[src/rtl/fetch_stage.sv]
// rtl/fetch_stage.sv - MIPS instruction-fetch stage: PC, IF/ID register, fetch counter
// Optional feature macro: BRANCH_DELAY_SLOT_EN (delay-slot instruction captured on redirect)
module fetch_stage #(
    parameter logic [31:0] RESET_PC = 32'h0000_0000
) (
    input  logic        clk,
    input  logic        reset,
    input  logic        stall,
    input  logic        redirect_valid,
    input  logic [31:0] redirect_target,
    output logic [8:0]  imem_addr,
    input  logic [31:0] imem_rdata,
    output logic [31:0] pc,
    output logic [31:0] if_id_inst,
    output logic [31:0] if_id_pc4,
    output logic        if_id_valid,
    output logic [31:0] fetch_count
);

    logic [31:0] pc_plus4;

    assign pc_plus4  = pc + 32'd4;
    assign imem_addr = pc[10:2];

    always_ff @(posedge clk or posedge reset) begin
        if (reset) begin
            pc          <= {RESET_PC[31:2], 2'b00};
            if_id_inst  <= 32'd0;
            if_id_pc4   <= 32'd0;
            if_id_valid <= 1'b0;
            fetch_count <= 32'd0;
        end else if (!stall) begin
            if (redirect_valid) begin
                pc <= {redirect_target[31:2], 2'b00};
`ifdef BRANCH_DELAY_SLOT_EN
                if_id_inst  <= imem_rdata;
                if_id_pc4   <= pc_plus4;
                if_id_valid <= 1'b1;
                fetch_count <= fetch_count + 32'd1;
`else
                // Delay slot squashed: inject a NOP bubble into decode.
                if_id_inst  <= 32'd0;
                if_id_pc4   <= 32'd0;
                if_id_valid <= 1'b0;
`endif
            end else begin
                pc          <= pc_plus4;
                if_id_inst  <= imem_rdata;
                if_id_pc4   <= pc_plus4;
                if_id_valid <= 1'b1;
                fetch_count <= fetch_count + 32'd1;
            end
        end
    end

endmodule

[config.mk]
export PLATFORM = sky130hd
export DESIGN_NAME = fetch_stage
export DESIGN_NICKNAME = d
export VERILOG_FILES = /design/src/rtl/fetch_stage.sv
export SDC_FILE = /design/constraint.sdc
export NUM_CORES = 1
export LEC_CHECK = 0
export CAP_MARGIN = 10
export CORE_ASPECT_RATIO = 1.2
export CORE_UTILIZATION = 45
export CTS_BUF_LIST = sky130_fd_sc_hd__clkbuf_4 sky130_fd_sc_hd__clkbuf_8 sky130_fd_sc_hd__clkbuf_16
export CTS_CLUSTER_SIZE = 25
export DETAILED_ROUTE_END_ITERATION = 12
export DONT_BUFFER_PORTS = 1
export SLEW_MARGIN = 15
export SYNTH_ARGS = -nofsm -noshare
export SYNTH_HDL_FRONTEND = slang
export SYNTH_SLANG_ARGS = --single-unit
export TNS_END_PERCENT = 10
[constraint.sdc]
create_clock -name clk -period 4.2 [get_ports clk]
set_input_delay 0.84 -clock clk [delete_from_list [all_inputs] [get_ports clk]]
set_output_delay 0.84 -clock clk [all_outputs]
set_load 0.01 [all_outputs]
; ---- After elaboration in Yosys (flattened, before gate mapping)
; Cells that the tools add are included.
[op_classes]
n_bitwise = 2
addsub = 2
reduce_logical = 1
mux = 4
[ops]
columns = op, count
row1 = $mux W32, 3
row2 = $add A32 B1 Y32 const B, 1
row3 = $add A32 B3 Y32 const B, 1
row4 = $not A1 Y1, 2
row5 = $reduce_and A2 Y1, 1
row6 = $mux W1, 1
[totals]
ff_bits = 129
wordCells = 14
output_inout_bits = 138

; ---- Longest topological paths before layout
; Gate-level depths: netlist of run 1.
[depth]
word_depth = 2
mapped_depth = 7

; ---- Worst setup path after synthesis of run 1
; No wires, ideal clock.
[synth_timing]
path_type = input to register
start = in redirect_valid
end = reg fetch_count[28]
setup_slack_ps = 2124
stages = 5
path_buffers = 1
setup_time_ps = 126
t_arrival_ps = 1951
path_cell_list = nand4bb_1 -> clkbuf_1 -> nor4_1 -> nand4_1 -> xnor2_1
[synth_via]
elab_chain_cells = 2
[synth_rtl]
columns = element, line_no
row1 = start: declaration, 9  ; input logic redirect_valid,
row2 = $not A1 Y1 (no line), -
row3 = $reduce_and A2 Y1 (no line), -
row4 = end signal: assignment, 51  ; fetch_count <= fetch_count + 32'd1;
row5 = end: declaration, 17  ; output logic [31:0] fetch_count
; Every way passes these cells.
; A chain may end at the register's enable or synchronous reset.

; ---- Worst setup path after layout of run 1
[layout_timing]
start = reg pc[2]
end = reg pc[20]
[layout_via]
elab_chain_cells = 2
[layout_rtl]
columns = element, line_no
row1 = start: declaration, 13  ; output logic [31:0] pc,
row2 = start signal: assignment, 27  ; pc <= {RESET_PC[31:2], 2'b00};
row3 = start signal: assignment, 34  ; pc <= {redirect_target[31:2], 2'b00};
row4 = start signal: assignment, 47  ; pc <= pc_plus4;
row5 = $add A32 B3 Y32, 22  ; assign pc_plus4 = pc + 32'd4;
row6 = $mux W32, 33  ; if (redirect_valid) begin
; Every way passes these cells.

==> run summary, run 1 <==
Along the worst path, the maximum fanout reaches 8. The master cell of the clock root buffer is clkbuf_16. Max-cap violations in this run came to 0.

The final setup skew was 0.0115 ns. In the synthesized netlist, the cells that appear most often are dfrtp_1, nand2_1, nand3_1. The netlist uses 58 different library cells. Largest buffer count on any clock path: 2.

The tools report the combinational group share of total power as 0.088. The first-pass iteration count of the detailed router was 5. The final critical-path share of the clock period was 0.585. Ranked by total cell area, the synthesized netlist is headed by dfrtp_1, xnor2_1, a22o_1, nand2_1, nand3_1.

The core outline area is 13,400 sq um. The critical path is of the flop to flop type. The top cell type's share of synthesized area was 0.506; the clock period minus worst slack was 2.46 ns.

After clock tree synthesis, the clock-pin slew on the worst setup and hold paths is 0.06 ns. The final non-filler cell total is 768. Cell internal power was estimated by the tool at 2.29 mW.

The tools report the critical register-to-register path endpoint as pc[20]. At the pin with the least slew margin, the transition time is 0.938 ns. Power share of the sequential group: 0.492.

The worst setup path is launched from a flop. Using the TritonRoute via totals, the vias-per-cell ratio works out to 6.23. The total via count after detailed routing is 4,787, and the floorplan die width is 109 um. The sequential share of the synthesized area was 0.506; the power density over the cells was 482 nW/um^2. For this run the aggregate overflow at the end of global routing stands at 0. For the worst setup path, the data arrival time is 2.74 ns. Total power for the finished layout comes to 3.26 mW. The filler cells instantiated in the layout total 1,231. After floorplanning, the core was divided into 46 placement rows. 0 antenna diodes ended up in the layout.

Kind of cell with the highest combined delay on the critical path: simple AND/OR/NAND/NOR gates. The tools report the maximum VDD drop as 0.242 mV. In this run the count of I/O pins placed on the die edge is 206.

Once the clock tree was built, the resizer swapped 0 gates to a different size. The logs give 16,000 um for the total detailed-routing wirelength and 0 for the DRC violations left. The clock power share was 0.419; the worst-case headroom to the max-slew limit was 0.374. The number of buffers and inverters on the critical path is 0. The first global-routing pass estimated 24,700 um of wire. Delay contributed by the slowest stage of the critical path: 0.55 ns. After the first detailed-routing iteration, the DRC count stood at 403. Of all cell types, the one taking the most synthesized area is dfrtp_1.

The number of global-route vias before repair was 4,616. Buffers inserted during clock tree synthesis total 17. The flow ran to the end, and the final reports show no timing, DRC or antenna violations.

A synthesized cell averages 9.95 sq um. The floorplan step defined a die boundary enclosing 14,300 sq um. The run gives 0.467 as the initial cell density of the core. The number of nets in the final layout is 658, and the required time of the critical path is 4.49 ns. From synthesis to final layout, the design area changed by 8.58%. The worst min-delay path class is input port to asynchronous set/reset pin. The run gives 0 as the final number of max-transition violations.

TritonCTS built the clock tree. The wire-length estimate of the detail-placed layout is 10,500 um. The synthesized instance count was 626; the detail-routed net length per standard cell was 20.9 um.

For this design the static power due to leakage is 2.80 nW. STA classifies the critical path endpoint as a flop. The number of enable-type register cells in the synthesized netlist is 0. Setup violations remaining at the end of the flow were counted as 0.

Traced cell by cell, the critical path runs through ha_1 > nand4_2 > nor3_1 > nand3_1 > a311o_1. In the synthesized netlist the dominant register cell turns out to be dfrtp_1. The initial antenna violation count was 0; the number of synthesized register bits was 126. The final standard cell utilization of the core was 0.507; the maximum frequency from static timing analysis was 0.407 GHz. The global-route usage over all layers is 0.228, and the clock latency of the later-clocked register in the worst-skew pair is 0.40 ns. The share of flip-flops with an asynchronous set or reset came out at 1.00. The run gives 6760 sq um as the final instance area.

The startpoint identified for the worst register-to-register timing path is pc[2]. In this run the vertical extent of the chip is 131 um. The fraction of power spent switching nets is 0.298, and the layout cell share with drive strength beyond 1 is 0.0767. For flop-to-flop paths, the worst setup slack is 1.74 ns. The area of the mapped netlist is 6230 sq um, and the setup fix buffers added after clock tree synthesis is 0.

For this design the total switching power over the nets is 0.972 mW. After clock tree synthesis, the flow added hold-fix buffers numbering 0. The run gives 736 as the total placed cells including tap cells.

The most frequent cell after synthesis is dfrtp_1. The congestion estimate from routability-driven global placement came to 0.762. The number of clock sinks came out at 126. Among all stages on the critical path, the largest delay is contributed by dfrtp_1. The count of nets left with antenna violations once routing finished came out at 0. The logs give 0 for the number of failing hold endpoints at the final stage and 4 for the H-tree depth. During placement, the flow inserted port buffers numbering 0. After routing, the total negative slack on setup checks comes to 0 ns.

The count of synthesis-stage warnings from yosys is 0. Setup repair after global routing left no endpoint under its margin. The depth of the worst register-to-register path was 5; the area after detailed placement was 6180 sq um. Entering global routing, the biggest net connects 123 pins.
cell usage in the layout, fill, tap and decap left out, types with 3 or more instances in the layout:
master / count
clkinv_4: 4
and2_1: 5
o22ai_1: 4
o211ai_1: 11
nand4_1: 27
clkbuf_16: 17
and4_1: 10
o21ai_0: 26
dfrtp_1: 126
nor2_1: 29
nand2_1: 64
and3_1: 7
nor3_1: 14
or4_1: 4
a31oi_1: 4
inv_6: 3
a21oi_1: 13
xor2_1: 5
nor4_1: 9
inv_1: 15
nand2b_1: 4
a22o_1: 34
clkinv_2: 4
xnor2_1: 37
o311ai_0: 9
nand3_1: 39
a32oi_1: 5
a22oi_1: 17
nand4_2: 3
state kept, by name, indices dropped and copies added (netlist names):
register / count
if_id_valid: 1
if_id_pc4: 31
fetch_count: 32
pc: 30
if_id_inst: 32
per-layer routing:
layer / share of wire / routed length, um / vias to the layer above / GRT usage
li1: - / - / 2226 / -
met1: 0.39 / 6270 / 2323 / 0.270
met2: 0.49 / 7900 / 222 / 0.369
met3: 0.099 / 1590 / 16 / 0.0967
met4: 0.016 / 256 / 0 / 0.0855
met5: 0 / 0 / - / 0
power by group through the flow:
stage	clock network, mW	logic (mW)	registers [mW]
floorplan	0	0.322	1.53
global placement	0	0.277	1.62
detailed placement	0	0.287	1.63
CTS	1.40	0.289	1.61
global route	1.46	0.332	1.63
finish	1.37	0.287	1.61
worst max-delay path by stage:
stage,from,depth (start not counted),end
global route,pc[2],5,pc[24]
CTS,pc[2],5,pc[20]
detailed placement,redirect_valid,4,fetch_count[31]
global placement,redirect_valid,4,fetch_count[31]
floorplan,reset,1,fetch_count[0]
finish,pc[2],5,pc[20]
logic make-up after synthesis:
kind of cell	Yosys count	share of synthesized area
other cells	1	0.000602
simple gates	233	0.201
compound gates	144	0.170
mux	1	0.00181
flops	126	0.506
xor+xnor	42	0.0590
fa+ha+maj	2	0.00402
buf+inv	77	0.0568
per-stage QoR:
stage               setup WS [ns]  hold slack, ns
floorplan                 0.00406           0.508
global placement             1.75           0.523
detailed placement           1.73           0.531
CTS                          1.75           0.535
global route                 1.62           0.546
finish                       1.74           0.511
cell type report:
type / count / area (sq um) / share of cell area
Clock buffer: 18 / 433 / 0.0640
Clock inverter: 13 / 118 / 0.0174
Inverter: 16 / 65.1 / 0.00962
Multi-Input combinational cell: 424 / 2740 / 0.405
Sequential cell: 126 / 3150 / 0.466
Tap cell: 168 / 210 / 0.0311
Timing Repair Buffer: 3 / 42.5 / 0.00629
(Power assumes the default switching activity.)
==> run 2, diff against run 1 <==
- clock period: 4.2 -> 2.5 ns (I/O delays scaled with it)
==> run summary, run 2 (synthesized netlist as in run 1, its figures left out) <==
The flow ran to the end, and the final reports show no timing, DRC or antenna violations. The logs give 2.81 ns (was 4.49 ns) for the required time of the critical path and 11,000 um (was 10,500 um) for the post-DP HPWL. The tools report the clock latency of the later-clocked register in the worst-skew pair as 0.41 ns (was 0.40 ns).

The clock period minus worst slack was 2.09 ns (was 2.46 ns). Largest registers in the final layout: fetch_count (32), if_id_inst (32), if_id_pc4 (31) (unchanged). The largest buffer count on any clock path was 2 (unchanged).

Setup repair after global routing left no endpoint under its margin. Most common library cell in the layout ignoring fill and taps: dfrtp_1 (unchanged). The delay contributed by the slowest stage of the critical path works out to 0.63 ns (was 0.55 ns). The tools report the maximum VDD drop as 0.472 mV (was 0.242 mV).

The tools report the final standard cell utilization of the core as 0.525 (was 0.507). For the number of routed nets with antenna violations, the log shows 0 (unchanged). The run gives 679 (was 658) as the number of nets in the final layout. The run gives 6 (was 5) as the first-pass iteration count of the detailed router. The H-tree depth was 4 (unchanged); the floorplan die width was 109 um (unchanged).

The final number of max-transition violations came out at 0 (unchanged). The run gives 0 ns (unchanged) as the setup TNS. The number of clock buffers inserted by TritonCTS is 17 (unchanged). The total via count after detailed routing came out at 4,901 (was 4,787).

The clock power share came out at 0.451 (was 0.419). The run gives 123 (unchanged) as the maximum number of pins on one net before global-route repair. The tools report the number of placed I/O pins as 206 (unchanged).

The tools report the sort of element at the end of the critical path as a flop (unchanged). Depth of the worst register-to-register path: 4 (was 5). The die span in y was 131 um (unchanged); the max capacitance violation total was 0 (unchanged). The transition time at the pin with the least slew margin was 0.766 ns (was 0.938 ns). The run gives 2.92 nW (was 2.80 nW) as the leakage dissipation. The quantity of I/O buffers inserted on ports works out to 0 (unchanged).

Number of failing hold endpoints at the final stage: 0 (unchanged). The worst min-delay path class was input port to asynchronous set/reset pin (unchanged). The number of clock sinks is 126 (unchanged). The post-CTS clock slew at the launch and capture registers of the worst setup and hold paths was 0.05 ns (was 0.06 ns). The tools report the global-route usage over all layers as 0.233 (was 0.228). For the DRC violations left, the log shows 0 (unchanged). The maximum frequency from static timing analysis came out at 0.477 GHz (was 0.407 GHz). For the final setup skew, the log shows 0.00772 ns (was 0.0115 ns).

Master cell of the clock root buffer: clkbuf_16 (unchanged). The initial antenna violation count is 0 (unchanged), and the detail-routed net length per standard cell is 20.3 um (was 20.9 um). The final critical-path share of the clock period is 0.838 (was 0.585), and the number of rows in the core area is 46 (unchanged). The run gives 0 (unchanged) as the global-route congestion overflow total. The beginning of the critical path was pc[9] (was pc[2]). For the core outline area, the log shows 13,400 sq um (unchanged). For the die footprint, the log shows 14,300 sq um (unchanged). The post-cts sizing count was 0 (unchanged). Arrival time reported for the critical path endpoint: 2.41 ns (was 2.74 ns). The total of endpoints with negative setup slack in the final report came out at 0 (unchanged). The quantity of hold-fixing buffers added after cts came out at 0 (unchanged). The run gives 16,100 um (was 16,000 um) as the total detailed-routing wirelength. The setup fix buffers added after clock tree synthesis is 0 (unchanged). For the combinational group share of total power, the log shows 0.100 (was 0.088). The tools report the initial cell density of the core as 0.467 (unchanged). Critical register-to-register path endpoint: pc[29] (was pc[20]). The worst-case headroom to the max-slew limit was 0.488 (was 0.374); the top fanout value on the critical path was 10 (was 8). Total power of the final layout: 5.88 mW (was 3.26 mW). TritonCTS built the clock tree. For the net load switching power, the log shows 1.62 mW (was 0.972 mW). The layout overhead on the synthesized area is 12.5% (was 8.58%).

The fraction of power spent switching nets is 0.277 (was 0.298). The kind of critical path was flop to flop (unchanged). The tools report the launch point of the worst reg-to-reg path as pc[9] (was pc[2]).

For the diode insertion count for antenna repair, the log shows 0 (unchanged). The number of violations reported at the end of detailed-routing iteration 0 was 312 (was 403); the weighted congestion at the end of routability-driven global placement was 0.781 (was 0.762). Layout cell share with drive strength beyond 1: 0.109 (was 0.0767). The power density over the cells is 838 nW/um^2 (was 482 nW/um^2), and the average via count per standard cell is 6.20 (was 6.23).

The minimum setup slack among reg-to-reg paths is 0.41 ns (was 1.74 ns). The cell with the largest stage delay on the worst path was or4b_1 (was dfrtp_1). The power share of the sequential group came out at 0.449 (was 0.492). The run gives 4.25 mW (was 2.29 mW) as the internal cell power.

The startpoint type of the worst setup path was a flop (unchanged). The number of global-route vias before repair was 4,930 (was 4,616). Most used cells in the layout excluding fill and tap cells: dfrtp_1, nand2_1, nand3_1 (unchanged).

CP Cell Sequence: and3_1 > nand4_2 > or4b_1 > o211ai_1 (was ha_1 > nand4_2 > nor3_1 > nand3_1 > a311o_1). For the global-route wire length before repair, the log shows 25,400 um (was 24,700 um).
## run 2: cell count changes in the layout (fill, tap and decap cells not counted), sizes merged
cell      change
bufinv        +3
buf          +21
clkbuf        +2
clkinv        -6
clkinvlp      +2
## run 2: how the worst max path moves through the flow
stage,end,slack (ns),cells past startpoint
floorplan,fetch_count[0],0.45,1
global placement,if_id_pc4[29],0.50,4
detailed placement,pc[29],0.43,4
CTS,pc[20],0.40,6
global route,pc[29],0.27,4
finish,pc[29],0.41,4
## run 2: worst max-delay path: cells and delay by family, from the launching register on
kind	cells	cell delay (ns)
AND/OR/NAND/NOR	3	1.34
AO/OA/AOI/OAI	1	0.11
flip-flops	1	0.55
## run 2: power by group through the flow
stage	clock (mW)	sequential [mW]	combinational [mW]
2_1_floorplan	0	2.57	0.542
3_3_place_gp	0	2.67	0.575
3_5_place_dp	0	2.67	0.595
4_1_cts	2.70	2.64	0.596
5_1_grt	2.80	2.68	0.672
6_report	2.65	2.64	0.588
## run 2: cell type report
cell class / instances / area (sq um)
Clock buffer: 20 / 460
Clock inverter: 12 / 183
Fill cell: 1219 / 6340
Inverter: 16 / 63.8
Multi-Input combinational cell: 424 / 2730
Sequential cell: 126 / 3150
Tap cell: 168 / 210
Timing Repair Buffer: 24 / 205
## run 2: through the flow
stage / instances / worst slack [ns] / hold WS [ns] / area (sq um)
finish: 790 / 0.406 / 0.0951 / 7010
global route: 790 / 0.270 / 0.143 / 7010
CTS: 790 / 0.400 / 0.114 / 7010
detailed placement: 758 / 0.426 / 0.531 / 6370
global placement: 758 / 0.496 / 0.524 / 6370
floorplan: 627 / 0.447 / 0.508 / 6240
## run 2: per-layer routing
| metal | GRT usage | wire length [um] | vias to the layer above |
|---|---|---|---|
| li1 | - | - | 2276 |
| met1 | 0.289 | 6760 | 2414 |
| met2 | 0.367 | 7690 | 189 |
| met3 | 0.0898 | 1360 | 22 |
| met4 | 0.0855 | 259 | 0 |
| met5 | 0 | 0 | - |
==> run 3, diff against run 2 <==
- clock period: 2.5 -> 2.1 ns (I/O delays scaled with it)
==> run summary, run 3 (synthesized netlist as in run 1, its figures left out) <==
The clock period minus worst slack is 1.94 ns (was 2.09 ns). The post-CTS clock slew at the launch and capture registers of the worst setup and hold paths works out to 0.06 ns (was 0.05 ns). The startpoint type of the worst setup path is a flop (unchanged).

The run gives 0 (unchanged) as the DRC violations left. Master cell of the clock root buffer: clkbuf_16 (unchanged). CP Cell Sequence: ha_1 > and4_1 > nand4_1 > or4_1 > nand3_1 (was and3_1 > nand4_2 > or4b_1 > o211ai_1). The post-DP HPWL is 11,300 um (was 11,000 um), and the average via count per standard cell is 6.10 (was 6.20). Largest buffer count on any clock path: 2 (unchanged). The run gives 4.88 mW (was 4.25 mW) as the internal cell power. The fraction of power spent switching nets was 0.288 (was 0.277).

Largest registers in the final layout: fetch_count (32), if_id_inst (32), if_id_pc4 (31) (unchanged). The required time of the critical path is 2.45 ns (was 2.81 ns), and the total detailed-routing wirelength is 16,200 um (was 16,100 um). Worst min-delay path class: input port to asynchronous set/reset pin (unchanged).

The layout overhead on the synthesized area came out at 14.6% (was 12.5%). For the global-route congestion overflow total, the log shows 0 (unchanged). The tools report the arrival time reported for the critical path endpoint as 2.29 ns (was 2.41 ns). Combinational group share of total power: 0.125 (was 0.100). First-pass iteration count of the detailed router: 4 (was 6). The floorplan die width works out to 109 um (unchanged). The cell with the largest stage delay on the worst path was or4_1 (was or4b_1).

The initial antenna violation count is 0 (unchanged), and the post-cts sizing count is 0 (unchanged). The logs give 46 (unchanged) for the number of rows in the core area and 0 (unchanged) for the number of routed nets with antenna violations. The maximum VDD drop came out at 0.470 mV (was 0.472 mV).

The global-route usage over all layers is 0.234 (was 0.233). Worst-case headroom to the max-slew limit: 0.599 (was 0.488). Setup repair after global routing left no endpoint under its margin.

The detail-routed net length per standard cell works out to 19.9 um (was 20.3 um). The number of global-route vias before repair came out at 4,853 (was 4,930). The run gives 1.97 mW (was 1.62 mW) as the net load switching power. The run gives 4,974 (was 4,901) as the total via count after detailed routing.

The leakage dissipation came out at 3.01 nW (was 2.92 nW). The run gives 0 (unchanged) as the total of endpoints with negative setup slack in the final report. H-tree depth: 4 (unchanged). The delay contributed by the slowest stage of the critical path is 0.58 ns (was 0.63 ns). The number of nets in the final layout is 704 (was 679), and the clock latency of the later-clocked register in the worst-skew pair is 0.41 ns (about the same). For the maximum number of pins on one net before global-route repair, the log shows 123 (unchanged). The quantity of hold-fixing buffers added after cts came out at 0 (unchanged). The kind of cell with the highest combined delay on the critical path is simple AND/OR/NAND/NOR gates (unchanged). The top fanout value on the critical path works out to 8 (was 10). The logs give 0.467 (unchanged) for the initial cell density of the core and 0 (unchanged) for the diode insertion count for antenna repair.

The logs give 126 (unchanged) for the number of clock sinks and 0.811 (was 0.781) for the weighted congestion at the end of routability-driven global placement. The number of placed I/O pins is 206 (unchanged), and the number of clock buffers inserted by TritonCTS is 17 (unchanged). The fill cell total of the finished layout is 1,210 (was 1,219). TritonCTS built the clock tree. The run gives 0 (unchanged) as the number of failing hold endpoints at the final stage.

The max capacitance violation total is 0 (unchanged), and the setup TNS is 0 ns (unchanged). The logs give 14,300 sq um (unchanged) for the die footprint and 0.0128 ns (was 0.0951 ns) for the worst hold margin. The maximum frequency from static timing analysis is 0.515 GHz (was 0.477 GHz), and the number of violations reported at the end of detailed-routing iteration 0 is 305 (was 312). The transition time at the pin with the least slew margin is 0.600 ns (was 0.766 ns).

The layout cell share with drive strength beyond 1 was 0.144 (was 0.109); the clock power share was 0.428 (was 0.451). The core outline area is 13,400 sq um (unchanged). The sort of element at the end of the critical path is a flop (unchanged).

The number of buffer and inverter stages on the critical path was 0 (unchanged); the final critical-path share of the clock period was 0.925 (was 0.838). For the power share of the sequential group, the log shows 0.447 (was 0.449). The power density over the cells works out to 960 nW/um^2 (was 838 nW/um^2). Most common library cell in the layout ignoring fill and taps: dfrtp_1 (unchanged). Global-route wire length before repair: 25,300 um (was 25,400 um). The setup fix buffers added after clock tree synthesis is 0 (unchanged), and the final number of max-transition violations is 0 (unchanged). The run gives 3150 sq um (unchanged) as the combined flip-flop and latch cell area.

The kind of critical path was flop to flop (unchanged). Die span in y: 131 um (unchanged). The run finished with clean final reports.

Most used cells in the layout excluding fill and tap cells: dfrtp_1, nand2_1, buf_4 (was dfrtp_1, nand2_1, nand3_1). The tools report the area occupied by multi-input gates as 2730 sq um (unchanged). The final setup skew was 0.00993 ns (was 0.00772 ns); the quantity of I/O buffers inserted on ports was 0 (unchanged).
run 3: final timing paths:
| path | startpoint | depth (start not counted) | endpoint | slack (ns) |
|---|---|---|---|---|
| min in group clk | imem_rdata[6] | 1 | if_id_inst[6] | 0.13 |
| worst min register to register | fetch_count[31] | 1 | fetch_count[31] | 0.53 |
| worst max-delay path | pc[2] | 5 | if_id_pc4[24] | 0.16 |
| worst max register to register | pc[2] | 5 | if_id_pc4[24] | 0.16 |
| worst min-delay path | reset | 2 | if_id_pc4[9] | 0.01 |
| max in group asynchronous | reset | 2 | if_id_inst[8] | 1.69 |
run 3: worst reg2reg max path, delay by kind of cell (launching register included):
kind                     cells  cell delay (ns)
flip-flops                   1             0.37
AND/OR/NAND/NOR              4             1.31
adder cells (fa/ha/maj)      1             0.21
run 3: stage by stage:
stage               std cells  worst slack (ns)  utilization  power [mW]  cell area [sq um]
finish                    815             0.158        0.535        6.85               7140
global route              815            0.0207        0.535        7.17               7140
CTS                       815             0.154        0.535        6.93               7140
detailed placement        783             0.183        0.490        3.97               6540
global placement          783             0.250        0.490        3.93               6540
floorplan                 627             0.127            -        3.70               6240
run 3: power by group through the flow:
stage	clock [mW]	sequential [mW]	combinational (mW)
finish	2.93	3.06	0.858
global route	3.10	3.10	0.964
CTS	2.99	3.06	0.869
detailed placement	0	3.10	0.867
global placement	0	3.09	0.841
floorplan	0	3.05	0.645
run 3: area by class of cell:
| type | count | share of cell area |
|---|---|---|
| Tap cell | 168 | 0.0294 |
| Clock inverter | 12 | 0.0191 |
| Inverter | 16 | 0.00894 |
| Timing Repair Buffer | 49 | 0.0533 |
| Multi-Input combinational cell | 424 | 0.383 |
| Clock buffer | 20 | 0.0645 |
| Sequential cell | 126 | 0.442 |
run 3: routing by layer:
metal	GRT usage	routed length, um
met1	0.286	6670
met2	0.365	7630
met3	0.102	1650
met4	0.0894	251
met5	0	0
